## src/rtl/alu_multicycle.sv

```systemverilog
// Registered ALU with a Start/Busy/Done handshake: single-cycle logic/arith/shift
// ops complete on the sampling edge; MUL runs a fixed WIDTH-iteration shift-add.
module alu_multicycle #(
    parameter int WIDTH = 16
) (
    input  logic             Clk,
    input  logic             Reset_n,
    input  logic             Start,
    input  logic [2:0]       ALUK,
    input  logic [WIDTH-1:0] SR1_in,
    input  logic [WIDTH-1:0] SR2_in,
    output logic [WIDTH-1:0] ALU_result,
    output logic             Done,
    output logic             Busy,
    output logic             N,
    output logic             Z,
    output logic             P,
    output logic             Carry
);
    localparam int SHAMT_W = $clog2(WIDTH);
    localparam logic [SHAMT_W-1:0] CNT_LAST = SHAMT_W'(WIDTH - 1);

    typedef enum logic [2:0] {
        OP_ADD = 3'b000, OP_AND = 3'b001, OP_OR  = 3'b010, OP_NOT = 3'b011,
        OP_XOR = 3'b100, OP_SHL = 3'b101, OP_SHR = 3'b110, OP_MUL = 3'b111
    } op_e;

    typedef enum logic {S_IDLE, S_MUL} state_e;

    state_e             state_q, state_d;
    logic [WIDTH-1:0]   mcand_q, mcand_d;
    logic [WIDTH-1:0]   mplier_q, mplier_d;
    logic [WIDTH-1:0]   acc_q, acc_d;
    logic [SHAMT_W-1:0] cnt_q, cnt_d;
    logic [WIDTH-1:0]   result_q, result_d;
    logic               n_q, n_d, z_q, z_d, p_q, p_d;
    logic               carry_q, carry_d;
    logic               done_q, done_d;

    logic [WIDTH:0]     sum;
    logic [WIDTH-1:0]   op_result;
    logic [WIDTH-1:0]   acc_sum;
    logic [SHAMT_W-1:0] shamt;
    logic               load;
    logic [WIDTH-1:0]   load_val;
    logic               load_carry;

    // NOTE: sequential state uses non-blocking assignments so every register
    // samples the pre-edge values, independent of statement order.
    always_ff @(posedge Clk or negedge Reset_n) begin
        if (!Reset_n) begin
            state_q  <= S_IDLE;
            mcand_q  <= '0;
            mplier_q <= '0;
            acc_q    <= '0;
            cnt_q    <= '0;
            result_q <= '0;
            n_q      <= 1'b0;
            z_q      <= 1'b1;
            p_q      <= 1'b0;
            carry_q  <= 1'b0;
            done_q   <= 1'b0;
        end else begin
            state_q  <= state_d;
            mcand_q  <= mcand_d;
            mplier_q <= mplier_d;
            acc_q    <= acc_d;
            cnt_q    <= cnt_d;
            result_q <= result_d;
            n_q      <= n_d;
            z_q      <= z_d;
            p_q      <= p_d;
            carry_q  <= carry_d;
            done_q   <= done_d;
        end
    end

    // NOTE: every combinational output gets a default first, so no path
    // through the case statements can infer a latch.
    always_comb begin
        state_d = state_q;
        case (state_q)
            S_IDLE:  if (Start && op_e'(ALUK) == OP_MUL) state_d = S_MUL;
            S_MUL:   if (cnt_q == CNT_LAST) state_d = S_IDLE;
            default: state_d = S_IDLE;
        endcase
    end

    always_comb begin
        sum       = {1'b0, SR1_in} + {1'b0, SR2_in};
        shamt     = SR2_in[SHAMT_W-1:0];
        op_result = '0;
        case (op_e'(ALUK))
            OP_ADD:  op_result = sum[WIDTH-1:0];
            OP_AND:  op_result = SR1_in & SR2_in;
            OP_OR:   op_result = SR1_in | SR2_in;
            OP_NOT:  op_result = ~SR1_in;
            OP_XOR:  op_result = SR1_in ^ SR2_in;
            OP_SHL:  op_result = SR1_in << shamt;
            OP_SHR:  op_result = SR1_in >> shamt;
            default: op_result = '0;
        endcase

        acc_sum    = acc_q + (mplier_q[0] ? mcand_q : '0);

        mcand_d    = mcand_q;
        mplier_d   = mplier_q;
        acc_d      = acc_q;
        cnt_d      = cnt_q;
        load       = 1'b0;
        load_val   = '0;
        load_carry = 1'b0;

        if (state_q == S_IDLE && Start) begin
            if (op_e'(ALUK) == OP_MUL) begin
                mcand_d  = SR1_in;
                mplier_d = SR2_in;
                acc_d    = '0;
                cnt_d    = '0;
            end else begin
                load       = 1'b1;
                load_val   = op_result;
                load_carry = (op_e'(ALUK) == OP_ADD) ? sum[WIDTH] : 1'b0;
            end
        end else if (state_q == S_MUL) begin
            acc_d    = acc_sum;
            mcand_d  = mcand_q << 1;
            mplier_d = mplier_q >> 1;
            cnt_d    = cnt_q + 1'b1;
            if (cnt_q == CNT_LAST) begin
                load     = 1'b1;
                load_val = acc_sum;
            end
        end

        result_d = result_q;
        n_d      = n_q;
        z_d      = z_q;
        p_d      = p_q;
        carry_d  = carry_q;
        done_d   = load;
        if (load) begin
            result_d = load_val;
            n_d      = load_val[WIDTH-1];
            z_d      = (load_val == '0);
            p_d      = !load_val[WIDTH-1] && (load_val != '0);
            carry_d  = load_carry;
        end
    end

    assign ALU_result = result_q;
    assign Done       = done_q;
    assign Busy       = (state_q == S_MUL);
    assign N          = n_q;
    assign Z          = z_q;
    assign P          = p_q;
    assign Carry      = carry_q;

endmodule

```

## config.mk

```make
export PLATFORM = sky130hd
export DESIGN_NAME = alu_multicycle
export DESIGN_NICKNAME = d
export VERILOG_FILES = /design/src/rtl/alu_multicycle.sv
export SDC_FILE = /design/constraint.sdc
export NUM_CORES = 1
export LEC_CHECK = 0
export CORE_ASPECT_RATIO = 1.75
export CORE_MARGIN = 2
export CORE_UTILIZATION = 38
export CTS_BUF_LIST = sky130_fd_sc_hd__clkbuf_2 sky130_fd_sc_hd__clkbuf_4 sky130_fd_sc_hd__clkbuf_8
export DETAILED_ROUTE_END_ITERATION = 7
export HOLD_SLACK_MARGIN = 0.08
export MAX_ROUTING_LAYER = met4
export PLACE_DENSITY = 0.56
export SLEW_MARGIN = 15
export SYNTH_ARGS = -nofsm -noshare
export SYNTH_HDL_FRONTEND = slang
export SYNTH_SLANG_ARGS = --single-unit
```

## constraint.sdc

```tcl
create_clock -name Clk -period 7.8 [get_ports Clk]
set_input_delay 1.17 -clock Clk [delete_from_list [all_inputs] [get_ports Clk]]
set_output_delay 1.17 -clock Clk [all_outputs]
set_load 0.01 [all_outputs]
```

======== Word level (Yosys, flattened, before mapping) ========
Cells that the tools add are included.
storage, ports and cells
  flip-flop bits (word level) ............. 74
  bits of input ports ..................... 38
cells by class
  shift-type cells ........................ 2
  $add $sub $neg .......................... 3
  bitwise gates (word level) .............. 5
  reduce and logical (&&, ||, !) cells .... 9
  equality and inequality tests ........... 9
  muxes and demuxes ....................... 28
operators by type and width
  cell                                           number
  two-way mux 16 bit                             14
  case mux 16 bit (7 select lines)               1
  adder 16 x 16 -> 17 bit                        1
  adder 16 bit                                   1
  bitwise AND 16 bit                             1
  zero test 16 bit                               1
  inverter 16 bit                                1
  OR 16 bit                                      1
  nonzero test 16 bit                            1
  left shift 16 x 4 -> 16 bit                    1
  right shift 16 x 4 -> 16 bit                   1
  bitwise XOR 16 bit                             1
  == test 3 bit, second input constant           4
  two-way mux 4 bit                              3
  two-way mux 1 bit                              9
  == test 3 x 2 -> 1 bit, second input constant  2
  adder 4 x 1 -> 4 bit, second input constant    1
  == test 4 bit, second input constant           1
  == test 3 x 1 -> 1 bit, second input constant  1
  logical AND 1 bit                              3
  zero test 3 bit                                1
  != test 2 x 1 -> 1 bit, second input constant  1
  case mux 1 bit (2 select lines)                1
  AND reduction 2 bit                            1
  3 further kinds                                3

======== Logic depth before layout (Yosys ltp) ========
Gate-level depths: netlist of run 1.
  depth in word-level cells ............... 7
  depth in mapped cells ................... 13

======== Least setup slack after synthesis of run 1 ========
OpenSTA, ideal clock, no wires.
  path type ............................... input to register
  start point ............................. input SR2_in[2]
  end point ............................... register p_q, in the netlist P
  required time ........................... 7,679 ps
  setup slack ............................. 4,006 ps
  data arrival time ....................... 3,673 ps
  stages .................................. 12
  cell sequence ........................... inv_1 buf_1 ha_1 a211oi_2 o21ai_2 a21oi_2 o21ai_2 a311oi_2 xnor2_1 a221oi_1 nand3_2 a22o_1
on the way
  cells in the longest elaborated chain, start to end .. 6
RTL lines
  item                                                           RTL line  source
  start: declaration                                             11        input logic [WIDTH-1:0] SR2_in,
  adder 16 x 16 -> 17 bit (tied with other cells)                90        sum = {1'b0, SR1_in} + {1'b0, SR2_in};
  case mux 16 bit (7 select lines) *                             93        case (op_e'(ALUK))
  two-way mux 16 bit *                                           115       if (op_e'(ALUK) == OP_MUL) begin
  two-way mux 16 bit *                                           114       if (state_q == S_IDLE && Start) begin
  nonzero test 16 bit / zero test 1 bit (equally long branches)  146       p_d = !load_val[WIDTH-1] && (load_val != '0);
  logical AND 1 bit *                                            146
  end signal: assignment                                         72        p_q <= p_d;
  end: declaration                                               36        logic n_q, n_d, z_q, z_d, p_q, p_d;
Mark *: on every way between the ends. The rest lies on a longest branch, timed or not.
A chain may end at the register's enable or synchronous reset.

======== Worst setup path in the final report of run 1 ========
Same ends and word-level chain as after synthesis.

==> reports/qor.txt, run 1 <==
R2r endpoint = P
CTS tree = built
Worst Setup SP = SR2_in[2]
1st-iter DRT viols = 610
Setup tns final = 0 ps
Final-stage net count = 963
# resized after CTS = 0
Residual DRC count = 0
Number of library cell types mapped by synthesis = 85
Reg2reg setup slack = 3760 ps
CTS root buffer = clkbuf_8
Leak Pwr = 3.58 nW
Pwr Density = 248 nW/µm²
Clock transition at path regs = 80 ps
Count of hold-fix buffers inserted at cts = 0
Area grow syn2layout = 12.8%
DR vias/cell = 6.05
Fillers = 1875
GRT Overall Usage = 28.2%
Num ports = 60
Post-DRT Antenna Nets = 0
Outcome = completed
First-pass GRT wire length = 41600 µm
Clock Skews = 15.0 ps
Max H-tree Level = 3
Commonest cells after routing, fill and taps aside = 103 x nand2_1, 73 x o21ai_0, 72 x dfrtp_1
Port Buffer Count = 59
Max rail drop VDD = 0.139 mV
Clock Sinks = 73
Worst-Skew Late Latency = 380 ps
Rel. slew slack = 46.5%
Commonest non-fill, non-tap cell in the layout = nand2_1
#FFs+latches synth = 73
Min Tclk post-route = 4540 ps
Fraction of the yosys area taken by sequential cells = 25.0%
Area share of the largest cell type after synthesis = 24.7%
Die ar. = 20400 µm²
Worst Setup End Kind = register
Top FF cell, synth = dfrtp_1
Initial antenna violation count = 1
Hold/Removal Path Class = register to register
Cell area after synthesis = 7310 µm²
Setup violations, final = 0
Setup Buffers After CTS = 0
Power Total = 2.05 mW
Reg-to-Reg Start = mplier_q[0]
Mapped Cells = 851
Max-Cap Viols = 0
Net Count, Synth = 940
Total grt overflow = 0
Post-DP HPWL = 20500 µm
DR vias = 6779
Largest net degree at the start of global routing = 70
Initial Util = 38.4%
Highest clock rate = 220 MHz
Slew @ Worst Pin = 797 ps
Clock buffer depth = 2
Core box area = 19000 µm²
Critical Path RT = 8070 ps
Crit-path max FO = 31
Row count = 67
Syn Area/Cell = 8.58 µm²
Worst r2r path cells = 12
Ratio of cells with drive above 1 in the final layout = 10.0%
DR pass1 iterations = 5
Vias in the first global route = 6845
Area contributors post-synth = dfrtp_1 25%, ha_1 8.4%, mux2i_1 7.9%
Critical path launch point type = input port
Kind of critical path = input port to register
Total CTS buffers = 9
Cell taking the most area after synthesis = dfrtp_1
Hold Startpoint = mplier_q[1]
RSZ-0062 raised after global routing = no
Die X-Extent = 109 µm
Async SR Flop Fraction = 100%
Final Hold Viols = 0
Final Max Slew Viols = 0
Crit share post-route = 58.2%
Arr. time, crit path = 4810 ps
Syn. warnings = 0
WHS Endpoint = mplier_q[1]
Die span in y = 187 µm
GPL Wtd Cong = 1.09
Hold WS = 483 ps
EDFF count, synth = 0
Hold path depth = 2
Final WL = 26900 µm
WL/cell = 24.0 µm
[layer usage]
layer  GRT usage [%]  share of wire, %  up-vias
li1                -                 -     3170
met1            30.6                36     3239
met2            46.4                50      273
met3            3.17               4.6       97
met4            21.0               9.0        0
met5               -                 0        -
[cell usage after synthesis, types with 9 or more instances]
cell type	number
nand2_1	103
o21ai_0	73
dfrtp_1	72
mux2i_1	58
ha_1	49
inv_1	45
a21oi_1	41
clkbuf_1	36
nor2_1	34
and2_1	21
a21o_1	20
mux4_2	18
mux2_2	16
nor2b_1	15
buf_2	14
nor3_1	14
o22ai_1	14
xnor2_1	13
nand4_1	11
a22oi_1	10
nand2b_1	10
a211oi_1	9
nand3_1	9
[worst max path at each step]
stage | slack [ps] | endpoint
floorplan | 4010 | P
global placement | 2930 | P
detailed placement | 2920 | P
CTS | 3310 | P
global route | 2820 | P
finish | 3260 | P
[final cells by class]
cell class	count	area [µm²]	share of cell area, %
Multi-Input combinational cell	671	5020	61.0
Tap cell	241	302	3.66
Clock inverter	7	101	1.23
Timing Repair Buffer	73	688	8.35
Antenna cell	1	2.50	0.0304
Sequential cell	73	1830	22.2
Clock buffer	9	124	1.50
Inverter	46	173	2.10
[through the flow]
step / instance area (µm²) / utilization [%] / setup slack (ps) / instances
floorplan: 7310 / - / 4010 / 851
finish: 8240 / 43.3 / 3260 / 1121
CTS: 8240 / 43.3 / 3310 / 1120
global placement: 8010 / 42.1 / 2930 / 1104
detailed placement: 8010 / 42.1 / 2920 / 1104
global route: 8240 / 43.3 / 2820 / 1121
[critical path: stages]
cell	delay (ps)
clkdlybuf4s50_1	450
buf_4	320
inv_1	350
ha_1	520
nand3_1	220
and3_1	230
o21ai_0	260
o2111ai_1	160
a22o_1	250
nor4_1	300
and4_1	250
nand3_2	90
a22o_1	210
[power breakdown]
part	switching [mW]	total (mW)	internal (mW)
logic	0.590	1.02	0.433
registers	0.120	0.662	0.541
clock network	0.176	0.360	0.184
[state kept, by name, indices dropped and copies added (netlist names)]
signal,cells
Done,1
Busy,1
cnt_q,4
ALU_result,16
acc_q,16
mcand_q,16
Z,1
mplier_q,16
P,1
Carry,1
[logic make-up (layout without fill, tap and decap cells)]
family	Yosys count	in the layout	synth area share, %
compound gates	252	252	23.5
xor+xnor	21	21	2.52
mux	93	93	16.2
buf+inv	107	135	6.35
flops	73	73	25.0
simple gates	254	254	17.5
other cells	0	1	0
fa+ha+maj	51	51	8.94
Power figures use the tool's default switching activity.
==> run 2, diff against run 1 <==
- PLACE_DENSITY: 0.56 -> 0.58
- clock period: 7.8 -> 4.05 ns (I/O delays scaled with it)
==> reports/qor.txt, run 2 (synthesized netlist as in run 1, its figures left out) <==
Outcome = completed
Clock buffer depth = 2 (unchanged)
Final Max Slew Viols = 0 (unchanged)
Total CTS buffers = 9 (unchanged)
Critical path launch point type = register
Hold/Removal Path Class = input port to async pin
CTS root buffer = clkbuf_8
Clock transition at path regs = 90 ps (about the same)
Largest net degree at the start of global routing = 54 (-23%)
Critical Path RT = 4330 ps (-3740 ps)
Final Hold Viols = 0 (unchanged)
1st-iter DRT viols = 483 (-21%)
Setup violations, final = 0 (unchanged)
Crit-path max FO = 3 (-90%)
Count of hold-fix buffers inserted at cts = 0 (unchanged)
Kind of critical path = register to register
Final WL = 29300 µm (+8.6%)
CP Capture Point = P
Reg-to-Reg Start = mcand_q[0]
Core box area = 19000 µm² (unchanged)
Post-DP HPWL = 23300 µm (+14%)
Reg2reg setup slack = 430 ps (-3330 ps)
First-pass GRT wire length = 44500 µm (+6.9%)
WL/cell = 24.9 µm (+3.7%)
Commonest non-fill, non-tap cell in the layout = nand2_1
Ratio of cells with drive above 1 in the final layout = 15.2% (+5.2 points)
Min Tclk post-route = 3620 ps
Worst-Skew Late Latency = 400 ps (+20 ps)
Final-stage net count = 1017 (+5.6%)
CTS tree = built
# resized after CTS = 0 (unchanged)
DR vias = 7176 (+5.9%)
Arr. time, crit path = 3900 ps (-910 ps)
Row count = 67 (unchanged)
Highest clock rate = 276 MHz
Worst Setup SP = mcand_q[0]
Die X-Extent = 109 µm (unchanged)
Total grt overflow = 0 (unchanged)
Die span in y = 187 µm (unchanged)
GPL Wtd Cong = 1.05 (-3.7%)
Vias in the first global route = 7259 (+6.0%)
Slew @ Worst Pin = 808 ps (+11.5 ps)
Rel. slew slack = 45.4% (-1.0 points)
Port Buffer Count = 59 (unchanged)
Leak Pwr = 3.84 nW (+7.3%)
Initial antenna violation count = 0 (-1)
Crit share post-route = 89.5%
Setup tns final = 0 ps (unchanged)
Post-DRT Antenna Nets = 0 (unchanged)
RSZ-0062 raised after global routing = no
Antenna diodes = 0 (-1)
Num ports = 60 (unchanged)
Pwr Density = 453 nW/µm² (+83%)
Max H-tree Level = 3 (unchanged)
R2r endpoint = P
GRT Overall Usage = 30.7% (+2.5 points)
Area grow syn2layout = 18.6%
Worst r2r path cells = 13 (+1)
Clock Sinks = 73 (unchanged)
Max rail drop VDD = 0.206 mV (+48%)
Worst Setup End Kind = register
Setup Buffers After CTS = 0 (unchanged)
DR pass1 iterations = 5 (unchanged)
Residual DRC count = 0 (unchanged)
DR vias/cell = 6.11 (+1.1%)
Max-Cap Viols = 0 (unchanged)
Pre-CTS setup slack = 173 ps (-2740 ps)
Die ar. = 20400 µm² (unchanged)
Initial Util = 38.4% (unchanged)
Post-route setup slack = 427 ps (-2830 ps)
Clock Skews = 17.4 ps (+2.35 ps)
Commonest cells after routing, fill and taps aside = 103 x nand2_1, 73 x o21ai_0, 72 x dfrtp_1
## run 2: worst max-delay path, stage by stage (launching register included)
cell	delay, ps
dfrtp_1	420
and2_1	150
ha_1	210
fa_1	440
a21o_1	230
a221oi_1	250
buf_4	180
o21ai_0	120
a21oi_1	470
o211ai_1	260
nor3_1	250
and4_1	250
nand3_2	80
a22o_1	210
## run 2: routing by layer
layer / vias up / GRT usage [%] / wire length [µm]
met4: 0 / 26.1 / 3120
met5: - / - / 0
met3: 135 / 4.22 / 1210
met2: 277 / 51.5 / 14900
li1: 3272 / - / -
met1: 3492 / 30.5 / 10100
## run 2: worst min path at each step
stage                   from  depth (start not counted)       endpoint
2_1_floorplan        Reset_n                          0  ALU_result[0]
6_report             Reset_n                          1   mplier_q[10]
3_5_place_dp   ALU_result[7]                          1  ALU_result[7]
4_1_cts              Reset_n                          1    mplier_q[4]
5_1_grt              Reset_n                          1    mplier_q[1]
3_3_place_gp   ALU_result[0]                          1  ALU_result[0]
## run 2: layout make-up
class	instances	area (µm²)
clock buffer	12	153
timing repair buffer	127	1160
sequential	73	1830
inverter	46	173
fill	1920	10400
tap	241	302
multi-input combinational	671	5020
clock inverter	4	28.8
## run 2: per-stage QoR
stage,utilization (%),instance area [µm²],instances,hold WS (ps),power (mW)
after floorplan,-,7310,851,312,2.54
after global placement,44.6,8480,1158,463,3.35
after detailed placement,44.6,8480,1158,469,3.38
after CTS,45.5,8660,1174,269,3.96
after global routing,45.5,8660,1174,292,4.23
final,45.5,8660,1174,244,3.93
## run 2: power breakdown
part / internal (mW) / switching (mW)
clock: 0.253 / 0.315
sequential: 1.04 / 0.218
combinational: 0.918 / 1.18
